$ cat config.mk
export PLATFORM = sky130hd
export DESIGN_NAME = b14_trace_capture
export DESIGN_NICKNAME = d
export VERILOG_FILES = /design/src/rtl/b14_trace_pkg.sv /design/src/rtl/b14_trace_capture_fifo.sv /design/src/rtl/b14_trace_capture.sv
export SDC_FILE = /design/constraint.sdc
export NUM_CORES = 1
export LEC_CHECK = 0
export ABC_CLOCK_PERIOD_IN_PS = 15900
export CAP_MARGIN = 20
export CORE_ASPECT_RATIO = 0.6
export CORE_MARGIN = 2
export CORE_UTILIZATION = 55
export CTS_BUF_LIST = sky130_fd_sc_hd__clkbuf_4
export DETAILED_ROUTE_END_ITERATION = 7
export HOLD_SLACK_MARGIN = 0.12
export PLACE_DENSITY = 0.85
export RECOVER_POWER = 50
export SLEW_MARGIN = 0
export SYNTH_ARGS = -nofsm -noshare
export SYNTH_HDL_FRONTEND = slang
export SYNTH_HIERARCHICAL = 1
export SYNTH_SLANG_ARGS = --single-unit
$ cat constraint.sdc
create_clock -name clock -period 15.9 [get_ports clock]
set_input_delay 3.975 -clock clock [delete_from_list [all_inputs] [get_ports clock]]
set_output_delay 3.975 -clock clock [all_outputs]
set_load 0.05 [all_outputs]
$ cat src/rtl/b14_trace_pkg.sv
// Shared types for the b14 trace capture monitor: FSM states, access kinds
// and the event record layout.
package b14_trace_pkg;

  typedef enum logic [1:0] {
    ST_IDLE  = 2'd0,
    ST_ARMED = 2'd1,
    ST_RUN   = 2'd2,
    ST_DONE  = 2'd3
  } state_e;

  // Kind is simply {wr, rd}; KIND_NONE never reaches the FIFO.
  typedef enum logic [1:0] {
    KIND_NONE = 2'b00,
    KIND_RD   = 2'b01,
    KIND_WR   = 2'b10,
    KIND_RW   = 2'b11
  } kind_e;

  // Record geometry as seen by the trace writer in the default harness build.
  localparam int REC_ADDR_W = 20;
  localparam int REC_DATA_W = 31;
  localparam int REC_TS_W   = 16;

  // Field order {kind, addr, data, ts}; the top level packs its FIFO words in
  // the same order at its own parameterised widths.
  typedef struct packed {
    kind_e                  kind;
    logic [REC_ADDR_W-1:0]  addr;
    logic [REC_DATA_W-1:0]  data;
    logic [REC_TS_W-1:0]    ts;
  } trace_event_t;

  function automatic kind_e access_kind(input logic wr, input logic rd);
    return kind_e'({wr, rd});
  endfunction

endpackage

$ cat src/rtl/b14_trace_capture_fifo.sv
// First-word fall-through FIFO for trace events. Pointers carry one extra
// wrap bit; a push is accepted when full only if a pop frees a slot the
// same cycle, in which case the new word lands in the slot just vacated.
module trace_fifo #(
  parameter int WIDTH = 8,
  parameter int DEPTH = 16
) (
  input  logic                     clk,
  input  logic                     srst,
  input  logic                     push_i,
  input  logic [WIDTH-1:0]         push_data_i,
  input  logic                     pop_i,
  output logic [WIDTH-1:0]         head_o,
  output logic                     empty_o,
  output logic                     push_ok_o,
  output logic [$clog2(DEPTH):0]   count_o
);

  localparam int AW = $clog2(DEPTH);

  logic [WIDTH-1:0] mem [DEPTH];
  logic [AW:0]      wr_ptr_q, rd_ptr_q, count_q, count_d;
  logic             full, pop_ok, push_ok;

  assign empty_o   = (count_q == '0);
  assign full      = (count_q == (AW+1)'(DEPTH));
  assign pop_ok    = pop_i && !empty_o;
  assign push_ok   = push_i && (!full || pop_ok);
  assign push_ok_o = push_ok;
  assign count_o   = count_q;
  assign head_o    = mem[rd_ptr_q[AW-1:0]];

  // Occupancy: a simultaneous push and pop leaves it unchanged.
  always_comb begin
    count_d = count_q;
    case ({push_ok, pop_ok})
      2'b10:   count_d = count_q + 1'b1;
      2'b01:   count_d = count_q - 1'b1;
      default: count_d = count_q;
    endcase
  end

  // Storage write; contents need no reset since count gates visibility.
  always_ff @(posedge clk) begin
    if (push_ok) mem[wr_ptr_q[AW-1:0]] <= push_data_i;
  end

  // Pointer and occupancy registers.
  always_ff @(posedge clk) begin
    if (srst) begin
      wr_ptr_q <= '0;
      rd_ptr_q <= '0;
      count_q  <= '0;
    end else begin
      if (push_ok) wr_ptr_q <= wr_ptr_q + 1'b1;
      if (pop_ok)  rd_ptr_q <= rd_ptr_q + 1'b1;
      count_q <= count_d;
    end
  end

endmodule

$ cat src/rtl/b14_trace_capture.sv
// Bus trace monitor for the b14 harness: timestamps every DUT bus access
// while a capture is running and queues it for the trace writer.
module b14_trace_capture
  import b14_trace_pkg::*;
#(
  parameter int ADDR_W = 20,
  parameter int DATA_W = 31,
  parameter int DEPTH  = 16,
  parameter int TS_W   = 16,
  parameter int POST   = 8
) (
  input  logic                     clock,
  input  logic                     reset,
  input  logic                     arm,
  input  logic                     stop,
  input  logic                     obs,
  input  logic [ADDR_W-1:0]        addr,
  input  logic [DATA_W-1:0]        datao,
  input  logic                     rd,
  input  logic                     wr,
  output logic                     out_valid,
  input  logic                     out_ready,
  output logic [1:0]               out_kind,
  output logic [ADDR_W-1:0]        out_addr,
  output logic [DATA_W-1:0]        out_data,
  output logic [TS_W-1:0]          out_ts,
  output logic [1:0]               state,
  output logic [$clog2(DEPTH):0]   count,
  output logic                     overflow,
  output logic [15:0]              dropped
);

  localparam int TALLY_W = (POST < 2) ? 1 : $clog2(POST + 1);

  typedef struct packed {
    kind_e              kind;
    logic [ADDR_W-1:0]  addr;
    logic [DATA_W-1:0]  data;
    logic [TS_W-1:0]    ts;
  } event_t;

  localparam int EV_W = $bits(event_t);

  state_e              state_q;
  logic [TS_W-1:0]     ts_q;
  logic [TALLY_W-1:0]  tally_q;
  logic                overflow_q;
  logic [15:0]         dropped_q;

  event_t              push_ev, head_ev;
  logic [EV_W-1:0]     head_flat;
  logic                sampled_run, push_req, push_ok, fifo_empty, pop, final_push;

  // The trigger cycle itself counts as RUN so its access is captured.
  // An arm cycle restarts the capture and records nothing.
  assign sampled_run = (state_q == ST_RUN) || ((state_q == ST_ARMED) && obs);
  assign push_req    = !arm && sampled_run && (rd || wr);
  assign final_push  = push_ok && (POST != 0) && (tally_q == TALLY_W'(POST - 1));
  assign pop         = out_valid && out_ready;

  assign push_ev = '{kind: access_kind(wr, rd), addr: addr, data: datao, ts: ts_q};

  trace_fifo #(
    .WIDTH (EV_W),
    .DEPTH (DEPTH)
  ) u_fifo (
    .clk         (clock),
    .srst        (reset),
    .push_i      (push_req),
    .push_data_i (push_ev),
    .pop_i       (pop),
    .head_o      (head_flat),
    .empty_o     (fifo_empty),
    .push_ok_o   (push_ok),
    .count_o     (count)
  );

  assign head_ev   = event_t'(head_flat);
  assign out_valid = !fifo_empty;
  // Head fields are forced to zero when nothing is queued so the port
  // reads all-zero out of reset rather than stale RAM.
  assign out_kind  = out_valid ? head_ev.kind : KIND_NONE;
  assign out_addr  = out_valid ? head_ev.addr : '0;
  assign out_data  = out_valid ? head_ev.data : '0;
  assign out_ts    = out_valid ? head_ev.ts   : '0;

  assign state    = state_q;
  assign overflow = overflow_q;
  assign dropped  = dropped_q;

  // Capture FSM, timestamp, post-trigger tally and loss accounting.
  always_ff @(posedge clock) begin
    if (reset) begin
      state_q    <= ST_IDLE;
      ts_q       <= '0;
      tally_q    <= '0;
      overflow_q <= 1'b0;
      dropped_q  <= '0;
    end else begin
      ts_q <= ts_q + 1'b1;
      if (arm) begin
        state_q    <= ST_ARMED;
        tally_q    <= '0;
        overflow_q <= 1'b0;
        dropped_q  <= '0;
      end else begin
        if (push_ok && (POST != 0)) tally_q <= tally_q + 1'b1;
        if (push_req && !push_ok) begin
          overflow_q <= 1'b1;
          if (dropped_q != 16'hFFFF) dropped_q <= dropped_q + 1'b1;
        end
        case (state_q)
          ST_ARMED: if (obs) state_q <= (stop || final_push) ? ST_DONE : ST_RUN;
          ST_RUN:   if (stop || final_push) state_q <= ST_DONE;
          default:  state_q <= state_q;
        endcase
      end
    end
  end

endmodule

After elaboration in Yosys (flattened, before gate mapping)
Memory sizes are Yosys's and may differ from the RTL's. A register that Yosys moved wholly into a read port is not among the register bits.
Index checks and enable logic that the tools add are counted.
Widths: inputs -> output; s select.
- add/subtract/negate cells: 7
- eq/ne operators: 11
- mux-type cells: 14
- reduce and logical (&&, ||, !) cells: 24
- operator list (cell ; number):
    $add 16x1->16 const B ; 2
    $mux 31 ; 1
    $mux 20 ; 1
    $mux 16 ; 1
    $ne 16x16->1 const B ; 1
    $add 5x1->5 const B ; 3
    $pmux 5 s2 ; 1
    $logic_and 1x1->1 ; 8
    $mux 4 ; 2
    $mux 2 ; 3
    $reduce_and 3->1 ; 2
    $eq 5x5->1 const B ; 1
    $logic_not 5->1 ; 1
    $sub 5x1->5 const B ; 1
    $add 4x1->4 const B ; 1
    $eq 2x1->1 const B ; 2
    $eq 2x2->1 const B ; 2
    $eq 4x3->1 const B ; 1
    $logic_not 1->1 ; 4
    $logic_or 1x1->1 ; 4
    $mux 1 ; 4
    $pmux 2 s2 ; 1
    $reduce_bool 2->1 ; 2
    $ne 3x2->1 const B ; 1
    other kinds (6) ; 6
- bits in registers: 54
- memory bits (writable): 1104
- input bits: 59
- word-level logic and storage cells: 66
- memories kept: 1
- memory list (memory ; depth ; bits a word ; rd ports ; clocked after Yosys merged registers in ; wr ports ; RTL line ; text):
    u_fifo.mem ; 16 ; 69 ; 1 ; 1 ; 1 ; b14_trace_capture_fifo.sv:21 ; logic [WIDTH-1:0] mem [DEPTH];

Depth between registers and ports, before layout
Gate-level depths: netlist of run 1.
- word-level depth: 12
- mapped depth: 13
- gate-level depth less buffers: 9

Cells and area by module
Netlist of run 1, hierarchy kept.
- by module, submodules not included (module ; instances ; cells each ; area an instance (um2)):
    trace_fifo ; 1 ; 1802 ; 42097.9
    b14_trace_capture ; 1 ; 288 ; 2332.2

Least setup slack after synthesis of run 1
Ideal clock, no wire load.
- path kind: in2reg
- start: in arm
- end: mem u_fifo/mem[0][0] (netlist bit) (enable)
- library setup time: 0.581 ns
- data arrival time: 9.984 ns
- setup slack: 5.335 ns
- cell stages on the path: 6
- buffers on the path: 0
- cell sequence: o21bai_1 -> a21oi_1 -> inv_1 -> a21oi_1 -> nand2_1 -> nor3_1
- word-level cells in the longest chain between the ends: 6
- RTL lines (item ; RTL line ; text):
    start, declared ; b14_trace_capture.sv:14 ; input logic arm,
    $logic_not 1->1 ; b14_trace_capture.sv:57 ; assign push_req = !arm && sampled_run && (rd || wr);
    $logic_and 1x1->1 (2 in series) ; b14_trace_capture.sv:57 ;
    net push_req ; b14_trace_capture.sv:52 ; logic sampled_run, push_req, push_ok, fifo_empty, pop, final_push;
    $logic_and 1x1->1 ; b14_trace_capture_fifo.sv:28 ; assign push_ok = push_i && (!full || pop_ok);
    net push_ok ; b14_trace_capture.sv:52 ;
    $mux 1 ; b14_trace_capture_fifo.sv:45 ; if (push_ok) mem[wr_ptr_q[AW-1:0]] <= push_data_i;
    $mux 1 (not written as such) ; b14_trace_capture_fifo.sv:45 ;
    end, declared ; b14_trace_capture_fifo.sv:21 ;
The timed path passes the listed nets, and every way through them passes these cells.

==> qor.yml, run 1 <==
outcome:
  status: "complete, but fails checks"
  violations: "max-capacitance violations, max-slew violations"
clock_tree:
  clk_pin_slew_ns: 0.07
  cts_resized: 0
  clock_sinks: 1160
  clk_latency_ns: 1.13
  postCtsSetupBuffers: 0
  numCtsBuffers: 281
  h-tree-depth: 5
  postCtsHoldBufs: 0
  clock_path_buffers: 4
  clock-root-buffer: "clkbuf_4"
  cts_tree: "done"
layout:
  syn_to_final_growth_pct: 13.7
  nets: 2525
  final_layout_size_suffix_gt1_share_pct: 28.8
grt:
  overflow: 0
  grt_max_degree: 109
  track_usage_pct: 25.2
  grt_first_pass_wirelength_mm: 152
  antenna_found_initial: 11
  grt_pass1_vias: 24200
logic_synthesis:
  syn_nets: 2161
  synth_top_area_share_pct: 74.6
  seq_area_frac_synth_pct: 77.1
  yosys.cell_count.top_type: "edfxtp_1"
  synth_area_leaders: "edfxtp_1, mux4_2, dfxtp_1"
  yosys_warnings: 6
  syn-mean-instance-area_um2: 21.3
  synthArstFlopShare_pct: 0
  synth_seq_cells: 1160
  synthCells: 2090
  mappedNetlistArea_um2: 44400
  synth_edf_count: 1104
  synth_ff_type: "edfxtp_1"
  yosys-top-cells-count: "edfxtp_1, mux4_2, a22oi_1, nand2_1, nor2b_1"
  synth_top_cell_by_area: "edfxtp_1"
  yosysUniqueCellTypes: 56
critical_path:
  cpLargestDelayFamily: "buffers and inverters"
  r2r_cells: 7
  worstPathRequired_ns: 11.93
  cp_max_fo: 69
  path_buf_inv: 3
  critPathKind: "reg -> out"
  worstReg2RegStart: "u_fifo/count_o[0]"
  crit_top_cell: "buf_4"
  max_stage_delay_ns: 0.97
  cp.arrival_ns: 5.88
  timing.critical_path.cells: "buf_4 -> buf_4 -> mux4_2 -> a22oi_1 -> nand2_1 -> nor2b_1 -> clkdlybuf4s50_1"
  end_kind: "output port"
  cp.depth: 7
  worst_setup_path_start_kind: "flip-flop"
  slowest_stage: "buf_4"
placement:
  io_buffers: 152
  gp_congestion: 0.773
  dp_hpwl_mm: 51.0
sta:
  tightest_slew_ns: 2.97
  min_period_ns: 9.86
  finalSetupViolCount: 0
  fin_crit_sh_pct: 62.0
  finalSetupTns_ns: 0
  max_slew_margin_pct: -98.0
  whs_ns: 0.497
  slew_viol_final: 120
  timing.fmax_mhz: 101
  finalHoldViolCount: 0
  rsz0062_at_grt: "no"
  finClkSkew_ns: 0.0628
floorplanning:
  io_pins: 153
  std_cell_rows: 80
  die_area_um2: 83100
  initial_core_util_pct: 55.7
  die_w_um: 371
  core_area_um2: 79800
  die_y_um: 224
pwr:
  power.switching_fraction_pct: 21.0
  p_comb_share_pct: 2.1
  switchingPower_uw: 1210
  seq_power_share_pct: 58.1
  clockPowerShare_pct: 39.8
  worst_ir_drop_vdd_uv: 63.2
  p_int_uw: 4550
  power.density_nw_per_um2: 114
  leakagePower_uw: 0.0159
routing:
  vias: 23300
  wl_mm: 104
  wire_per_inst_um: 28.0
  drc: 0
  ant_nets: 0
  dr.first_iter.drc_count: 3144
  viasPerCell: 6.31
  drt-pass1-iter-count: 6
hold_path:
  worstHoldPathCells: 2
  hold_path.class: "reg -> reg"
  hp-start: "overflow"
job:
  max-cap-violations: 4
-- path summary, 6_finish.rpt --
check | end | slack (ns)
max | out_addr[12] | 6.04
min | overflow | 0.50
max reg2reg | u_fifo/mem[15][9] | 9.91
min reg2reg | overflow | 0.50
-- flip-flops by register name, indices dropped and copies added, names as in the netlist, named ones only --
register and flops:
u_fifo/mem 1104, dropped 16, ts_q 16, u_fifo/count_o 5, tally_q 4, u_fifo/rd_ptr_q 4
u_fifo/wr_ptr_q 4, state 2, overflow 1
-- stage by stage --
stage	std cells	utilization, %	setup WS [ns]	area (um^2)	total power, uW
3_3_place_gp	3236	59.3	7.24	47300	3530
2_1_floorplan	2090	-	5.33	44400	3470
5_1_grt	3691	63.3	5.93	50500	5950
3_5_place_dp	3236	59.3	7.08	47300	3540
4_1_cts	3686	63.3	6.05	50500	5810
6_report	3692	63.3	6.04	50500	5760
-- layer usage --
layer / share of wire [%] / global-route usage [%] / up-vias
li1: - / - / 9592
met1: 37 / 34.3 / 12000
met2: 49 / 39.8 / 1520
met3: 11 / 6.34 / 236
met4: 2.9 / 9.56 / 10
met5: 0.059 / 0 / -
-- worst min-delay path, stage by stage, from the launching register on --
cell	delay, ns
dfxtp_1	0.34
nor2_1	0.05
nor2_1	0.07
-- power groups by stage --
stage / logic (uW) / registers (uW) / clock network [uW]
floorplan: 54.9 / 3410 / 0
global placement: 120 / 3410 / 0
detailed placement: 126 / 3410 / 0
CTS: 127 / 3350 / 2340
global route: 131 / 3340 / 2480
finish: 123 / 3350 / 2290
-- layout make-up --
type,instances,area (um^2)
antenna,5,12.5
timing repair buffer,196,1870
fill,5087,29300
sequential,1160,34300
clock inverter,46,201
multi-input combinational,803,9740
tap,1066,1330
clock buffer,404,3030
inverter,12,45.0
-- placed cells by master, fill, tap and decap left out, drive strengths merged, types with 2 or more instances in the layout --
cell,synthesis,final
o211a,3,3
dfxtp,56,56
mux2,3,3
a31oi,2,2
a211oi,5,5
or3,3,3
nor2,53,53
o31ai,8,8
o21bai,3,3
a21oi,17,17
a22oi,138,138
mux4,276,276
diode,0,5
nand2b,8,8
ha,11,11
nand2,87,87
or4,11,11
clkinv,0,42
and3,6,6
o211ai,2,2
nand3,10,10
nor2b,77,77
mux2i,8,8
o21ai,4,4
nand4,9,9
dlygate4sd3,0,54
inv,12,15
buf,40,40
xor2,7,7
and2,2,2
nor4b,2,2
nor4,5,5
a41oi,2,2
clkbuf,75,408
and4b,2,2
clkdlybuf4s50,0,98
edfxtp,1104,1104
nor3,10,10
or2,2,2
xnor2,15,15
-- logic make-up (layout without fill, tap and decap cells) --
group                    Yosys count  in the layout  share of synthesized area (%)
flip-flops                      1160           1160                           77.1
AND/OR/NAND/NOR                  289            289                           3.37
multiplexers                     287            287                           14.2
AO/OA/AOI/OAI                    193            193                           3.29
buffers and inverters            127            658                           1.17
XOR/XNOR                          22             22                          0.434
adder cells (fa/ha/maj)           12             12                          0.355
other                              0              5                              0
Note: power is estimated with default switching activity, not from simulation.
==> run 2, diff against run 1 <==
- ABC_CLOCK_PERIOD_IN_PS: 15900 -> 8900
- PLACE_DENSITY: 0.85 -> 0.88
- clock period: 15.9 -> 8.9 ns (I/O delays scaled with it)
==> qor.yml, run 2 (same netlist as run 1, synthesis figures left out) <==
placement:
  post-place-ws_ns: 2.07
  place_area_um2: 47400
  gp_congestion: 0.777
  dp_hpwl_mm: 51.9
  io_buffers: 152
layout:
  syn_to_final_growth_pct: 13.5
  largest_reg_flops: 1104
  final_cell_mix: "edfxtp_1, clkbuf_4, mux4_2"
  final_layout_size_suffix_gt1_share_pct: 27.0
  nets: 2476
  fin_util_pct: 63.2
  stdcell_area_um2: 50400
  final_common_cell: "edfxtp_1"
  n_fill_cell: 5107
grt:
  grt_first_pass_wirelength_mm: 146
  grt_pass1_vias: 23500
  grt_max_degree: 113
  track_usage_pct: 23.9
  antenna_found_initial: 10
  overflow: 0
critical_path:
  worst_setup_path_start_kind: "flip-flop"
  end_kind: "output port"
  cp.arrival_ns: 4.77
  worstPathRequired_ns: 6.68
  r2r_slack_ns: 2.71
  cp_max_fo: 92
  critPathKind: "reg -> out"
floorplanning:
  die_y_um: 224
  die_area_um2: 83100
  initial_core_util_pct: 55.7
  io_pins: 153
  std_cell_rows: 80
  core_area_um2: 79800
  die_w_um: 371
sta:
  fin_crit_sh_pct: 78.6
  finalSetupTns_ns: 0
  max_slew_margin_pct: -51.6
  whs_ns: 0.487
  finalHoldViolCount: 0
  final.setup.worst_slack_ns: 1.90
  finalSetupViolCount: 0
  min_period_ns: 7.00
  rsz0062_at_grt: "no"
  tightest_slew_ns: 2.27
  finClkSkew_ns: 0.0621
  timing.fmax_mhz: 143
  slew_viol_final: 95
clock_tree:
  h-tree-depth: 4
  postCtsSetupBuffers: 0
  clock_sinks: 1160
  clk_pin_slew_ns: 0.08
  cts_resized: 0
  clock-root-buffer: "clkbuf_4"
  cts_tree: "done"
  clk_latency_ns: 1.02
  postCtsHoldBufs: 0
  clock_path_buffers: 3
  numCtsBuffers: 236
job:
  max-cap-violations: 4
routing:
  ant_nets: 0
  viasPerCell: 6.22
  vias: 22900
  drc: 0
  drt-pass1-iter-count: 8
  wl_mm: 98.3
  dr.first_iter.drc_count: 2756
  wire_per_inst_um: 26.7
outcome:
  status: "complete, but fails checks"
  violations: "max-capacitance violations, max-slew violations"
pwr:
  power.density_nw_per_um2: 198
  leakagePower_uw: 0.0157
  p_int_uw: 7870
  worst_ir_drop_vdd_uv: 139
  switchingPower_uw: 2120
  p_comb_share_pct: 2.2
  power.switching_fraction_pct: 21.3
  seq_power_share_pct: 59.8
  clockPowerShare_pct: 38.0
hold_path:
  hold_path.class: "reg -> reg"
-- run 2: path summary, 6_finish.rpt --
path / startpoint / depth (start not counted) / endpoint
hold / removal: overflow / 2 / overflow
hold reg to reg: overflow / 2 / overflow
setup / recovery: flip-flop / 6 / out_data[17]
setup reg to reg: u_fifo/count_o[0] / 6 / u_fifo/mem[11][3]
-- run 2: power groups by stage --
stage,registers (uW),clock network [uW],logic [uW]
floorplan,6100,0,97.8
global placement,6090,0,215
detailed placement,6100,0,230
CTS,5970,3880,231
global route,5970,4130,239
finish,5970,3790,223
-- run 2: final cells by class --
type	instances	area [um^2]	share of cell area [%]
sequential	1160	34300	68.0
multi-input combinational	803	9730	19.3
clock buffer	345	2590	5.13
timing repair buffer	192	2040	4.04
tap	1066	1330	2.64
clock inverter	89	398	0.789
inverter	12	45.0	0.0893
antenna	12	30.0	0.0595
-- run 2: per-layer routing --
metal | track usage, % | up-vias | wire [um]
li1 | - | 9527 | -
met3 | 6.13 | 173 | 10600
met1 | 32.8 | 11700 | 37100
met2 | 38.2 | 1450 | 48500
met4 | 7.64 | 0 | 2130
met5 | 0 | - | 0
-- run 2: critical path, cell delays in order (launching register included) --
cell,delay [ns]
dfxtp_4,1.00
buf_12,0.64
mux4_2,0.60
a22oi_1,0.42
nand2_1,0.13
nor2b_1,0.16
clkdlybuf4s50_1,0.73
-- run 2: through the flow --
step	instances	total power, uW
floorplan	2090	6200
global placement	3227	6310
detailed placement	3231	6330
CTS	3665	10100
global route	3675	10300
finish	3679	9990
